--- src/rtl/gonso_wb_master.sv ---
// rtl/gonso_wb_master.sv - Wishbone classic single-transfer initiator with ack timeout
module gonso_wb_master #(
  parameter int TWIDTH  = 8,
  parameter int TIMEOUT = 255
) (
  input  logic        clk,
  input  logic        rst_n,
  input  logic        cmd_valid,
  output logic        cmd_ready,
  input  logic        cmd_we,
  input  logic [31:0] cmd_addr,
  input  logic [31:0] cmd_wdata,
  input  logic [3:0]  cmd_sel,
  output logic        rsp_valid,
  input  logic        rsp_ready,
  output logic [31:0] rsp_rdata,
  output logic        rsp_err,
  output logic        wbm_cyc_o,
  output logic        wbm_stb_o,
  output logic        wbm_we_o,
  output logic [31:0] wbm_adr_o,
  output logic [31:0] wbm_dat_o,
  output logic [3:0]  wbm_sel_o,
  input  logic [31:0] wbm_dat_i,
  input  logic        wbm_ack_i,
  output logic        busy
);

  typedef enum logic [1:0] {IDLE, BUS, RESP} state_t;

  localparam logic [TWIDTH-1:0] TLAST = TWIDTH'(TIMEOUT - 1);

  state_t            state, state_n;
  logic [TWIDTH-1:0] cnt, cnt_n;
  logic              cmd_ready_n, rsp_valid_n, rsp_err_n;
  logic [31:0]       rsp_rdata_n;
  logic              cyc_n, stb_n, we_n;
  logic [31:0]       adr_n, dat_n;
  logic [3:0]        sel_n;
  logic              busy_n;

  always_ff @(posedge clk or negedge rst_n) begin
    if (!rst_n) begin
      state     <= IDLE;
      cnt       <= '0;
      cmd_ready <= 1'b1;
      rsp_valid <= 1'b0;
      rsp_rdata <= '0;
      rsp_err   <= 1'b0;
      wbm_cyc_o <= 1'b0;
      wbm_stb_o <= 1'b0;
      wbm_we_o  <= 1'b0;
      wbm_adr_o <= '0;
      wbm_dat_o <= '0;
      wbm_sel_o <= '0;
      busy      <= 1'b0;
    end else begin
      state     <= state_n;
      cnt       <= cnt_n;
      cmd_ready <= cmd_ready_n;
      rsp_valid <= rsp_valid_n;
      rsp_rdata <= rsp_rdata_n;
      rsp_err   <= rsp_err_n;
      wbm_cyc_o <= cyc_n;
      wbm_stb_o <= stb_n;
      wbm_we_o  <= we_n;
      wbm_adr_o <= adr_n;
      wbm_dat_o <= dat_n;
      wbm_sel_o <= sel_n;
      busy      <= busy_n;
    end
  end

  always_comb begin
    state_n     = state;
    cnt_n       = cnt;
    cmd_ready_n = cmd_ready;
    rsp_valid_n = rsp_valid;
    rsp_rdata_n = rsp_rdata;
    rsp_err_n   = rsp_err;
    cyc_n       = wbm_cyc_o;
    stb_n       = wbm_stb_o;
    we_n        = wbm_we_o;
    adr_n       = wbm_adr_o;
    dat_n       = wbm_dat_o;
    sel_n       = wbm_sel_o;
    case (state)
      IDLE: begin
        if (cmd_valid) begin
          we_n        = cmd_we;
          adr_n       = cmd_addr;
          dat_n       = cmd_wdata;
          sel_n       = cmd_sel;
          cyc_n       = 1'b1;
          stb_n       = 1'b1;
          cnt_n       = '0;
          cmd_ready_n = 1'b0;
          state_n     = BUS;
        end
      end
      BUS: begin
        // Ack is checked first so a same-edge ack beats the timeout.
        if (wbm_ack_i) begin
          cyc_n       = 1'b0;
          stb_n       = 1'b0;
          rsp_rdata_n = wbm_we_o ? 32'h0 : wbm_dat_i;
          rsp_err_n   = 1'b0;
          rsp_valid_n = 1'b1;
          state_n     = RESP;
        end else if (cnt == TLAST) begin
          cyc_n       = 1'b0;
          stb_n       = 1'b0;
          rsp_rdata_n = 32'h0;
          rsp_err_n   = 1'b1;
          rsp_valid_n = 1'b1;
          state_n     = RESP;
        end else begin
          cnt_n = cnt + 1'b1;
        end
      end
      RESP: begin
        if (rsp_ready) begin
          rsp_valid_n = 1'b0;
          cmd_ready_n = 1'b1;
          state_n     = IDLE;
        end
      end
      default: state_n = IDLE;
    endcase
    busy_n = (state_n != IDLE);
  end

endmodule
--- config.mk ---
export PLATFORM = sky130hd
export DESIGN_NAME = gonso_wb_master
export DESIGN_NICKNAME = d
export VERILOG_FILES = /design/src/rtl/gonso_wb_master.sv
export SDC_FILE = /design/constraint.sdc
export NUM_CORES = 1
export LEC_CHECK = 0
export ABC_CLOCK_PERIOD_IN_PS = 2800
export CELL_PAD_IN_SITES_DETAIL_PLACEMENT = 1
export CELL_PAD_IN_SITES_GLOBAL_PLACEMENT = 2
export CORE_ASPECT_RATIO = 0.8
export CORE_MARGIN = 8
export CORE_UTILIZATION = 38
export DETAILED_ROUTE_END_ITERATION = 6
export DONT_BUFFER_PORTS = 1
export GPL_ROUTABILITY_DRIVEN = 0
export HOLD_SLACK_MARGIN = 0.03
export MAX_ROUTING_LAYER = met4
export PLACE_DENSITY_LB_ADDON = 0.05
export SLEW_MARGIN = 15
export SYNTH_ARGS = -nofsm -noshare
export SYNTH_HDL_FRONTEND = slang
export SYNTH_SLANG_ARGS = --single-unit
--- constraint.sdc ---
create_clock -name clk -period 2.8 [get_ports clk]
set_clock_uncertainty 0.15 [all_clocks]
set_input_delay 0.42 -clock clk [delete_from_list [all_inputs] [get_ports clk]]
set_output_delay 0.42 -clock clk [all_outputs]
set_load 0.02 [all_outputs]
* Word level (Yosys, flattened, before mapping)
Index checks and enable logic that the tools add are counted.
** Word-level totals
- Register bits :: 116
- Output and inout bits :: 107
- Logic and storage cells :: 57
** Operators by class
- Add/subtract/negate cells :: 1
- Eq/ne operators :: 8
- Muxes and demuxes :: 24
- Reduce and logical (&&, ||, !) cells :: 12
** Operators with widths (count)
- 32-bit two-way mux :: 3
- 8-bit two-way mux :: 3
- 8-bit one-hot mux with 2 select lines :: 1
- 2-bit nonzero test :: 5
- 1-bit two-way mux :: 9
- 3-bit AND reduction :: 3
- 8-bit by 1-bit adder with 8-bit output, second input constant :: 1
- 8-bit == test, second input constant :: 1
- 2-bit two-way mux :: 4
- 2-bit != test, second input constant :: 4
- 1-bit one-hot mux with 2 select lines :: 3
- 2-bit one-hot mux with 3 select lines :: 1
- 2-bit AND reduction :: 2
- 4-bit AND reduction :: 1
- 3-bit != test, second input constant :: 1
- 2-bit by 1-bit == test with 1-bit output, second input constant :: 1
- 2-bit == test, second input constant :: 1
- 2-bit logical NOT :: 1

* Longest topological paths before layout
- Depth in word-level cells :: 5
- Mapped depth :: 8

* Worst setup path after synthesis
No wires, ideal clock.
- Kind :: register to register
- From :: register cnt[0]
- To :: register rsp_rdata[16]
- Arrival :: 1.432 ns
- Data required time :: 2.523 ns
- Path slack :: 1.091 ns
- Stages on the path, launching flop included :: 9
- Buffers on the path :: 2
- Period minus slack after synthesis :: 1.709 ns
- Cells stage by stage :: dfrtp_1 inv_1 ha_1 nand3_1 or2_1 buf_6 a21oi_4 buf_6 o21ai_0
** On the way
- Cells in the longest elaborated chain, start to end :: 3
** Ends and longest elaborated chain
- start: declaration :: line 34 : logic [TWIDTH-1:0] cnt, cnt_n;
- start signal: assignment :: line 59 : cnt <= cnt_n;
- 8-bit == test :: line 110 : end else if (cnt == TLAST) begin
- 2-bit nonzero test (no source line)
- 2-bit AND reduction (no source line)
- end signal: assignment :: line 62 : rsp_rdata <= rsp_rdata_n;
- end: declaration :: line 16 : output logic [31:0] rsp_rdata,
Every way passes these cells.
A chain may end at the register's enable or synchronous reset.

* Final worst setup path
- From :: register state[0]
- To :: register rsp_rdata[24]
** On the way
- Cells in the longest elaborated chain, start to end :: 2
** Ends and longest elaborated chain
- start: declaration :: line 33 : state_t state, state_n;
- start signal: assignment :: line 58 : state <= state_n;
- 2-bit by 1-bit == test with 1-bit output :: line 87 : case (state)
- 2-bit AND reduction (no source line)
Every way passes these cells.

==> results.py <==
metrics = {
    "run_status": {
        "status": "finished with violations",
        "violations": "negative hold slack",
    },
    "timing": {
        "fmax_mhz": 467,
        "worst_slew_margin_rel_pct": 55.3,
        "tns_ns": 0,
        "rsz0062_at_grt": "false",
        "final-setup-viol-count": 0,
        "period_share_pct": 76.4,
        "worst_slew_pin_slew_ns": 0.669,
        "finalCriticalPeriod_ns": 2.14,
        "finalHoldViolCount": 116,
        "drv_slew": 0,
        "whs_ns": -0.446,
    },
    "detailed_routing": {
        "drc": 0,
        "via_per_inst": 4.88,
        "vias": 3896,
        "drt_iter0_drc": 169,
        "drt_first_pass_iters": 4,
        "wirelength_um": 15000,
        "avgRoutedWirePerCell_um": 18.8,
        "antenna_left": 0,
    },
    "clocking": {
        "hold_buffers": 107,
        "clk_latency_ns": 0.41,
        "numCtsBuffers": 17,
        "clk_pin_slew_ns": 0.05,
        "cts_root_buf": "clkbuf_16",
        "h-tree-depth": 4,
        "clock_path_buffers": 2,
        "postCtsSetupBuffers": 0,
        "clock-sinks": 116,
        "cts_tree": "yes",
    },
    "layout": {
        "final_core_util_pct": 51.4,
        "finalNetCount": 721,
        "drive_gt1_share_pct": 6.58,
        "syn_to_final_growth_pct": 34.1,
        "antenna_cells": 0,
    },
    "floorplanning": {
        "rows": 37,
        "core_area_sq_um": 12700,
        "start_util_pct": 38.3,
        "ios": 213,
        "die_y_um": 117,
        "die_area_sq_um": 16700,
        "die_w_um": 142,
    },
    "synth": {
        "synth.most_common_cell": "nand2_1",
        "synth_area_sq_um": 4860,
        "synth_top_area_share_pct": 59.2,
        "synth.net_count": 622,
        "synth_commonest_cells": "nand2_1, dfrtp_1, inv_1",
        "syn-instance-count": 514,
        "synth_warnings": 0,
        "yosys.area.top_type": "dfrtp_1",
        "ys.flop_type": "dfrtp_1",
        "ys_async_sr_fraction_pct": 100,
        "synth_seq_cells": 116,
        "synth_area_leaders": "dfrtp_1, nand2_1, nand4b_1, inv_1, buf_6",
        "synth_seq_area_share_pct": 59.7,
        "syn_avg_cell_area_sq_um": 9.46,
        "synth_edf_count": 0,
        "synth.distinct_cells": 36,
    },
    "global_route": {
        "antenna_found_initial": 0,
        "grt_pass1_wl_um": 23900,
        "grt_pass1_vias": 4331,
        "use_met3_pct": 8.59,
        "met1_usage_pct": 22.0,
        "grt.busiest_layer": "met2",
        "overflow": 0,
        "groute.usage.overall_pct": 19.3,
        "groute.layer.met2.usage_pct": 29.3,
        "grt_max_degree": 117,
    },
    "min_path": {
        "hold_class": "primary input to asynchronous set/reset pin",
    },
    "critical_path": {
        "reg2regPathDepth": 6,
        "startpoint": "state[0]$_DFF_PN0_",
        "path_buf_inv": 3,
        "crit_type": "flop to flop",
        "required_ns": 2.97,
        "cp_top_family": "buffers and inverters",
        "path_depth": 6,
        "path_max_fanout": 33,
        "regToRegSetupSlack_ns": 0.66,
        "regToRegStartpoint": "state[0]$_DFF_PN0_",
        "critPathMaxStageDelay_ns": 0.58,
        "path_cells": "inv_1 > nor2_2 > buf_4 > nand4b_1 > dlygate4sd3_1 > o21ai_0",
        "crit_path_end": "rsp_rdata[24]$_DFFE_PN0P_",
        "timing.rr.end": "rsp_rdata[24]$_DFFE_PN0P_",
        "cp.arrival_ns": 2.31,
        "start_kind": "flop",
        "crit_slowest_cell": "dlygate4sd3_1",
        "endpoint_kind": "flop",
    },
    "placement": {
        "place.detailed.hpwl_um": 8850,
        "io_buffers": 0,
    },
    "power_and_ir_drop": {
        "vdd_drop_max_uv": 677,
        "power.density_nw_per_um2": 1160,
        "leakagePower_uw": 0.00315,
    },
    "job": {
        "max_cap_viol_count": 0,
    },
}
==> cells in the final DEF, fill, tap and decap left out, types with 2 or more instances in the layout <==
cell type and n:
a21oi_1 3, a31oi_1 2, and3_1 2, buf_12 2, buf_4 4, clkbuf_1 2
clkbuf_16 17, clkbuf_8 4, clkinv_2 6, dfrtp_1 115, dlygate4sd3_1 107, ha_1 2
inv_1 37, mux2i_1 2, nand2_1 216, nand2b_1 3, nand3_1 5, nand4_1 2
nand4b_1 32, nor2_1 6, o21ai_0 24, o21ai_1 12
==> how the worst min path moves through the flow <==
stage	endpoint	slack, ns	cells after the start
after floorplan	busy$_DFF_PN0_	-0.03	0
after global placement	wbm_adr_o[21]$_DFFE_PN0P_	-0.02	0
after detailed placement	wbm_adr_o[21]$_DFFE_PN0P_	-0.02	0
after CTS	rsp_rdata[24]$_DFFE_PN0P_	-0.47	0
after global routing	wbm_adr_o[21]$_DFFE_PN0P_	-0.48	0
final	wbm_adr_o[21]$_DFFE_PN0P_	-0.45	0
==> worst reg2reg max path: stages, from the launching register on <==
cell	delay [ns]
dfrtp_1	0.48
inv_1	0.13
nor2_2	0.11
buf_4	0.35
nand4b_1	0.16
dlygate4sd3_1	0.58
o21ai_0	0.09
==> stage by stage <==
stage	power (uW)	hold slack [ns]	cells	area [sq um]	setup WS, ns
floorplan	5060	-0.0256	514	4860	1.09
global placement	5470	-0.0225	662	4930	0.834
detailed placement	5540	-0.0231	662	4930	0.781
CTS	7640	-0.472	798	6520	0.722
global route	8100	-0.477	798	6520	0.478
finish	7570	-0.446	798	6520	0.660
==> registers in the layout (all words and copies together), names as in the netlist, 2 cells and up <==
register,count
state,2
wbm_adr_o,32
wbm_sel_o,4
wbm_dat_o,32
rsp_rdata,32
cnt,8
==> cell type report <==
cell class / instances / area [sq um]
multi-input combinational: 328 / 1600
timing repair buffer: 113 / 1140
tap: 175 / 219
fill: 1427 / 6160
clock buffer: 23 / 488
inverter: 37 / 139
clock inverter: 6 / 30.0
sequential: 116 / 2900
==> per-layer routing <==
layer / part of all wire (%) / wire [um]
met1: 41 / 6100
met2: 48 / 7150
met3: 9.3 / 1390
met4: 2.3 / 342
met5: 0 / 0
==> cell families after synthesis <==
kind of cell    synth area share [%]
flops                           59.7
buf+inv                         7.52
fa+ha+maj                      0.515
compound gates                  6.18
mux                            0.412
simple gates                    25.6
==> where the power goes <==
group          total (uW)  internal [uW]  switching (uW)
clock network        1910           1200             713
logic                1660            658             997
registers            4010           2440            1570
total                7570           4290            3280
==> what timing repair did <==
action,4_1_cts,5_1_grt
endpoints found under the setup margin,0,0
resized for setup,0,0
endpoints found under the hold margin,220,116
Note: power is estimated with default switching activity, not from simulation.
